[src/rtl/calc_pkg.sv]
// rtl/calc_pkg.sv - shared constants for the calculator display back end
package calc_pkg;

    typedef enum logic {
        ST_IDLE    = 1'b0,
        ST_CONVERT = 1'b1
    } conv_state_t;

    localparam int NUM_DIGITS = 6;
    localparam int BCD_DIGITS = 5;

    localparam logic [6:0] SEG_MINUS = 7'b0111111;
    localparam logic [6:0] SEG_BLANK = 7'b1111111;

    // Active-low {g,f,e,d,c,b,a}; non-decimal nibbles never occur and render blank.
    function automatic logic [6:0] seg_digit(input logic [3:0] digit);
        logic [6:0] seg;
        case (digit)
            4'd0:    seg = 7'b1000000;
            4'd1:    seg = 7'b1111001;
            4'd2:    seg = 7'b0100100;
            4'd3:    seg = 7'b0110000;
            4'd4:    seg = 7'b0011001;
            4'd5:    seg = 7'b0010010;
            4'd6:    seg = 7'b0000010;
            4'd7:    seg = 7'b1111000;
            4'd8:    seg = 7'b0000000;
            4'd9:    seg = 7'b0010000;
            default: seg = SEG_BLANK;
        endcase
        return seg;
    endfunction

endpackage

[src/rtl/bin2bcd_dd.sv]
// rtl/bin2bcd_dd.sv - iterative double-dabble converter, one result bit per clock
module bin2bcd_dd
    import calc_pkg::*;
#(
    parameter int SIGNED_MODE = 1
) (
    input  logic        clk,
    input  logic        clear_n,
    input  logic [15:0] result,
    input  logic        load,
    output logic        busy,
    output logic        done,
    output logic [19:0] bcd,
    output logic        negative
);

    conv_state_t r_state;
    conv_state_t w_state_next;

    logic [19:0] r_shift;
    logic [15:0] r_mag;
    logic [3:0]  r_cnt;
    logic        r_neg;
    logic [19:0] r_bcd;
    logic        r_negative;
    logic        r_done;

    logic        w_accept;
    logic        w_sign;
    logic [15:0] w_mag;
    logic [19:0] w_adj;
    logic [19:0] w_shifted;

    assign w_accept = (r_state == ST_IDLE) && load;
    assign w_sign   = (SIGNED_MODE != 0) && result[15];
    // Negating 16'h8000 yields 16'h8000, read back as unsigned 32768.
    assign w_mag    = w_sign ? (~result + 16'd1) : result;

    always_comb begin
        w_adj = r_shift;
        for (int i = 0; i < BCD_DIGITS; i++) begin
            if (r_shift[4*i +: 4] >= 4'd5) begin
                w_adj[4*i +: 4] = r_shift[4*i +: 4] + 4'd3;
            end
        end
    end

    assign w_shifted = 20'({w_adj, r_mag[15]});

    always_ff @(posedge clk or negedge clear_n) begin
        if (!clear_n) begin
            r_state <= ST_IDLE;
        end else begin
            r_state <= w_state_next;
        end
    end

    always_comb begin
        w_state_next = r_state;
        case (r_state)
            ST_IDLE:    if (load) w_state_next = ST_CONVERT;
            ST_CONVERT: if (r_cnt == 4'd15) w_state_next = ST_IDLE;
            default:    w_state_next = ST_IDLE;
        endcase
    end

    always_ff @(posedge clk or negedge clear_n) begin
        if (!clear_n) begin
            r_shift    <= '0;
            r_mag      <= '0;
            r_cnt      <= '0;
            r_neg      <= 1'b0;
            r_bcd      <= '0;
            r_negative <= 1'b0;
            r_done     <= 1'b0;
        end else begin
            r_done <= 1'b0;
            if (w_accept) begin
                r_shift <= '0;
                r_mag   <= w_mag;
                r_cnt   <= '0;
                r_neg   <= w_sign;
            end else if (r_state == ST_CONVERT) begin
                r_shift <= w_shifted;
                r_mag   <= {r_mag[14:0], 1'b0};
                r_cnt   <= r_cnt + 4'd1;
                if (r_cnt == 4'd15) begin
                    r_bcd      <= w_shifted;
                    r_negative <= r_neg;
                    r_done     <= 1'b1;
                end
            end
        end
    end

    assign busy     = (r_state == ST_CONVERT);
    assign done     = r_done;
    assign bcd      = r_bcd;
    assign negative = r_negative;

endmodule

[src/rtl/result_display.sv]
// rtl/result_display.sv - binary result to multiplexed six-digit seven-segment display
module result_display
    import calc_pkg::*;
#(
    parameter int REFRESH_DIV = 50000,
    parameter int SIGNED_MODE = 1
) (
    input  logic                  clk,
    input  logic                  clear_n,
    input  logic [15:0]           result,
    input  logic                  load,
    output logic                  busy,
    output logic                  done,
    output logic [19:0]           bcd,
    output logic                  negative,
    output logic [6:0]            seg,
    output logic [NUM_DIGITS-1:0] an
);

    logic [19:0] w_bcd;
    logic        w_negative;

    bin2bcd_dd #(
        .SIGNED_MODE(SIGNED_MODE)
    ) u_conv (
        .clk      (clk),
        .clear_n  (clear_n),
        .result   (result),
        .load     (load),
        .busy     (busy),
        .done     (done),
        .bcd      (w_bcd),
        .negative (w_negative)
    );

    logic [15:0]           r_refresh;
    logic [2:0]            r_scan;
    logic [NUM_DIGITS-1:0] r_an;
    logic [6:0]            r_seg;

    logic                  w_wrap;
    logic [2:0]            w_scan_next;
    logic [2:0]            w_ms;
    logic [23:0]           w_digits;
    logic [6:0]            w_seg_next;
    logic [NUM_DIGITS-1:0] w_an_next;

    assign w_wrap      = (r_refresh == 16'(REFRESH_DIV - 1));
    assign w_scan_next = (r_scan == 3'(NUM_DIGITS - 1)) ? 3'd0 : r_scan + 3'd1;
    assign w_digits    = {4'h0, w_bcd};

    // Ascending scan so the highest nonzero digit wins.
    always_comb begin
        w_ms = 3'd0;
        for (int i = 1; i < BCD_DIGITS; i++) begin
            if (w_bcd[4*i +: 4] != 4'd0) begin
                w_ms = 3'(i);
            end
        end
    end

    always_comb begin
        w_seg_next = SEG_BLANK;
        if (w_scan_next <= w_ms) begin
            w_seg_next = seg_digit(w_digits[{w_scan_next, 2'b00} +: 4]);
        end else if (w_negative && (w_scan_next == w_ms + 3'd1)) begin
            w_seg_next = SEG_MINUS;
        end
    end

    assign w_an_next = ~(NUM_DIGITS'(1) << w_scan_next);

    // an/seg are latched only on a scan advance, so new content appears at the next digit step.
    always_ff @(posedge clk or negedge clear_n) begin
        if (!clear_n) begin
            r_refresh <= '0;
            r_scan    <= '0;
            r_an      <= 6'b111110;
            r_seg     <= 7'b1000000;
        end else if (w_wrap) begin
            r_refresh <= '0;
            r_scan    <= w_scan_next;
            r_an      <= w_an_next;
            r_seg     <= w_seg_next;
        end else begin
            r_refresh <= r_refresh + 16'd1;
        end
    end

    assign bcd      = w_bcd;
    assign negative = w_negative;
    assign an       = r_an;
    assign seg      = r_seg;

endmodule
[config.mk]
export PLATFORM = sky130hd
export DESIGN_NAME = result_display
export DESIGN_NICKNAME = d
export VERILOG_FILES = /design/src/rtl/calc_pkg.sv /design/src/rtl/bin2bcd_dd.sv /design/src/rtl/result_display.sv
export SDC_FILE = /design/constraint.sdc
export NUM_CORES = 1
export LEC_CHECK = 0
export CAP_MARGIN = 5
export CORE_MARGIN = 2
export CORE_UTILIZATION = 50
export DETAILED_ROUTE_END_ITERATION = 10
export HOLD_SLACK_MARGIN = 0.02
export PLACE_DENSITY = 0.78
export REMOVE_ABC_BUFFERS = 1
export SLEW_MARGIN = 40
export SYNTH_ARGS = -nofsm -noshare
export SYNTH_HDL_FRONTEND = slang
export SYNTH_SLANG_ARGS = --single-unit
[constraint.sdc]
create_clock -name clk -period 3.3 [get_ports clk]
set_clock_uncertainty 0.2 [all_clocks]
set_input_delay 0.66 -clock clk [delete_from_list [all_inputs] [get_ports clk]]
set_output_delay 0.66 -clock clk [all_outputs]
set_load 0.1 [all_outputs]
==> flow_metrics.tcl <==
set metrics [dict create \
    status "finished, final reports clean" \
    fin_cells 746 \
    syn_inst 557 \
    num_vias 4186 \
    cts_hold_buf 0 \
    die-area_um2 11400 \
    post_cts_resize_count 0 \
    arrival_ps 2970 \
    worst_slack_ps 423 \
    cts_tree "done" \
    total_power_uw 5460 \
    start_kind "flip-flop" \
    fp.dieW_um 107 \
    grt_max_degree 43 \
    yosys.area_share.simple_pct 18.4 \
    synth_flop_cell "dfrtp_1" \
    setup.worst_path.class "flip-flop to flip-flop" \
    routed_wl_um 11500 \
    drt_iter0_markers 200 \
    synthMuxAreaShare_pct 6.14 \
    relSlewSlack_pct 52.1 \
    setup-violations-final 0 \
    layout-drive-gt1-share_pct 15.2 \
    synth_cell_type_count 55 \
    rsz0062_at_grt "no" \
    rows 37 \
    grt_pass1_vias 4086 \
    hold_ws_ps 80.0 \
    antenna_found_initial 0 \
    root_buffer "clkbuf_8" \
    track_usage_pct 21.1 \
    cp-end-kind "flip-flop" \
    grt_overflow 0 \
    hold_viol 0 \
    drc 0 \
    die-height_um 107 \
    cts.sinks 96 \
    seq_area_frac_synth_pct 45.5 \
    nets 643 \
    dp_hpwl_um 8330 \
    ys_seq_elements 96 \
    antenna_cells 0 \
    io_buffer_count 54 \
    critPathMaxFanout 4 \
    yosys.area_share.xor_xnor_pct 6.12 \
    cts_buffer_depth 2 \
    dp_slack_ps 330 \
    io_pins 55 \
    avgRoutedWirePerCell_um 15.4 \
    holdCritPathClass "input pin to asynchronous set/reset pin" \
    synth-edff-count 0 \
    synthArstFlopShare_pct 100 \
    crit_required_ps 3400 \
    area_growth_pct 14.8 \
    htree_levels 3 \
    post-route-min-period_ps 2880 \
    p_leak_uw 0.00284 \
    worstMarginPinSlew_ps 719 \
    peakVddDrop_v 0.000622 \
    ys.warnings.count 0 \
    vias_per_cell 5.61 \
    start_util_pct 51.3 \
    min_period_over_period_pct 87.2 \
    synth_top_family_by_area "simple AND/OR/NAND/NOR gates" \
    drtAntennaViolNets 0 \
    synth.cell_area_um2 5300 \
    cts_made_buffers 9 \
    p_per_area_nw_per_um2 898 \
    maxCapViolations 0 \
    dp_cells 730 \
    gp_congestion 0.836 \
    finalSetupTns_ps 0 \
    cts_setup_buffers 0 \
    synth_fa_ha_area_share_pct 4.49 \
    grt_pass1_wl_um 19300 \
    timing.fmax_mhz 348 \
    synth_compound_area_share_pct 15.3 \
    syn_area_per_cell_um2 9.51 \
    first_pass_iters 4 \
    clk_pin_slew_ps 100 \
    core_um2 10300 \
    clock_latency_ps 360 \
    finalMaxSlewViolations 0 \
]
[final timing paths]
kind / from / to / slack, ps / depth (start not counted)
worst max register to register: u_conv.bcd[17]$_DFFE_PN0P_ / seg[6]$_DFFE_PN1N_ / 420 / 9
max in group asynchronous: clear_n / seg[0]$_DFFE_PN0N_ / 2180 / 2
worst max-delay path: u_conv.bcd[17]$_DFFE_PN0P_ / seg[6]$_DFFE_PN1N_ / 420 / 9
worst min register to register: r_refresh[0]$_DFF_PN0_ / r_refresh[0]$_DFF_PN0_ / 270 / 1
worst min-delay path: clear_n / r_scan[1]$_DFFE_PN0N_ / 80 / 1
min in group clk: r_refresh[0]$_DFF_PN0_ / r_refresh[0]$_DFF_PN0_ / 270 / 1
[per-layer routing]
layer	track usage (%)	vias to the layer above	share of wire (%)
li1	-	2050	-
met4	5.75	0	0.97
met5	0	-	0
met3	3.89	13	3.6
met2	36.1	79	50
met1	27.5	2044	46
[state kept, by name, summed over array words and instances (netlist names)]
name             count
u_conv.bcd          20
u_conv.r_shift      20
r_refresh           16
u_conv.r_mag        16
seg                  7
an                   6
u_conv.r_cnt         4
r_scan               3
u_conv.busy          1
u_conv.done          1
u_conv.negative      1
u_conv.r_neg         1
[synthesized netlist by cell type, types with 7 or more instances]
library cell | instances | share of area [%]
nand2b_1 | 22 | 2.6
mux2i_1 | 19 | 3.6
nor2_1 | 40 | 2.8
dfrtp_1 | 90 | 43
xnor2_1 | 25 | 4.1
nand3_1 | 15 | 1.4
clkbuf_1 | 16 | 1.1
nand2_1 | 63 | 4.5
mux2_2 | 12 | 2.6
a21oi_1 | 27 | 2.6
xor2_1 | 12 | 2.0
nor3b_1 | 11 | 1.6
inv_1 | 24 | 1.7
o31ai_1 | 11 | 1.6
o21ai_0 | 53 | 5.0
nor3_1 | 7 | 0.66
ha_1 | 19 | 4.5
[through the flow]
stage          util, %  cell area (µm²)
3_3_place_gp      57.0             5890
4_1_cts           58.9             6080
5_1_grt           58.9             6080
6_report          58.9             6080
3_5_place_dp      57.0             5890
2_1_floorplan        -             5170
[area by class of cell]
cell class	count	area, µm²
Timing Repair Buffer	65	543
Fill cell	872	4240
Multi-Input combinational cell	409	2670
Sequential cell	96	2410
Clock inverter	6	66.3
Tap cell	136	170
Inverter	24	90.1
Clock buffer	10	128
[layout by cell type (no fill, tap or decap), types with 4 or more instances in the layout]
| cell type | Yosys | routed |
|---|---|---|
| dfrtp_1 | 90 | 89 |
| a21o_1 | 4 | 4 |
| clkbuf_8 | 0 | 9 |
| xor2_1 | 12 | 12 |
| ha_1 | 19 | 19 |
| a22o_1 | 5 | 5 |
| nor2_1 | 40 | 40 |
| a21oi_1 | 27 | 27 |
| nand4_1 | 4 | 4 |
| dfstp_2 | 6 | 6 |
| o31ai_1 | 11 | 11 |
| inv_1 | 24 | 24 |
| xnor2_1 | 25 | 25 |
| mux2i_1 | 19 | 19 |
| mux2_2 | 12 | 12 |
| nor3b_1 | 11 | 11 |
| clkdlybuf4s50_1 | 0 | 17 |
| o21ai_0 | 53 | 53 |
| buf_4 | 1 | 47 |
| nand3_1 | 15 | 15 |
| nand2_1 | 63 | 63 |
| nor4_1 | 4 | 4 |
| nand2b_1 | 22 | 22 |
| nor3_1 | 7 | 7 |
| o211ai_1 | 6 | 6 |
| a22oi_1 | 4 | 4 |
[cell families after synthesis]
kind of cell	count (synthesis)
mux	31
simple gates	190
flops	96
buf+inv	52
xor+xnor	37
fa+ha+maj	19
compound gates	132
[report_power, final]
group          internal [µW]  total (µW)  switching (µW)
logic                    964        2830            1860
registers               1510        1850             335
clock network            356         789             433
[critical path, cell delays in order (launching register included)]
cell     delay, ps
dfrtp_1        420
or4_4          570
inv_1          150
o21ai_0        140
ha_1           350
o21a_1         130
o21ai_0         80
mux2i_1        370
nor3_1         110
a211o_1        310
Power figures use the tool's default switching activity.
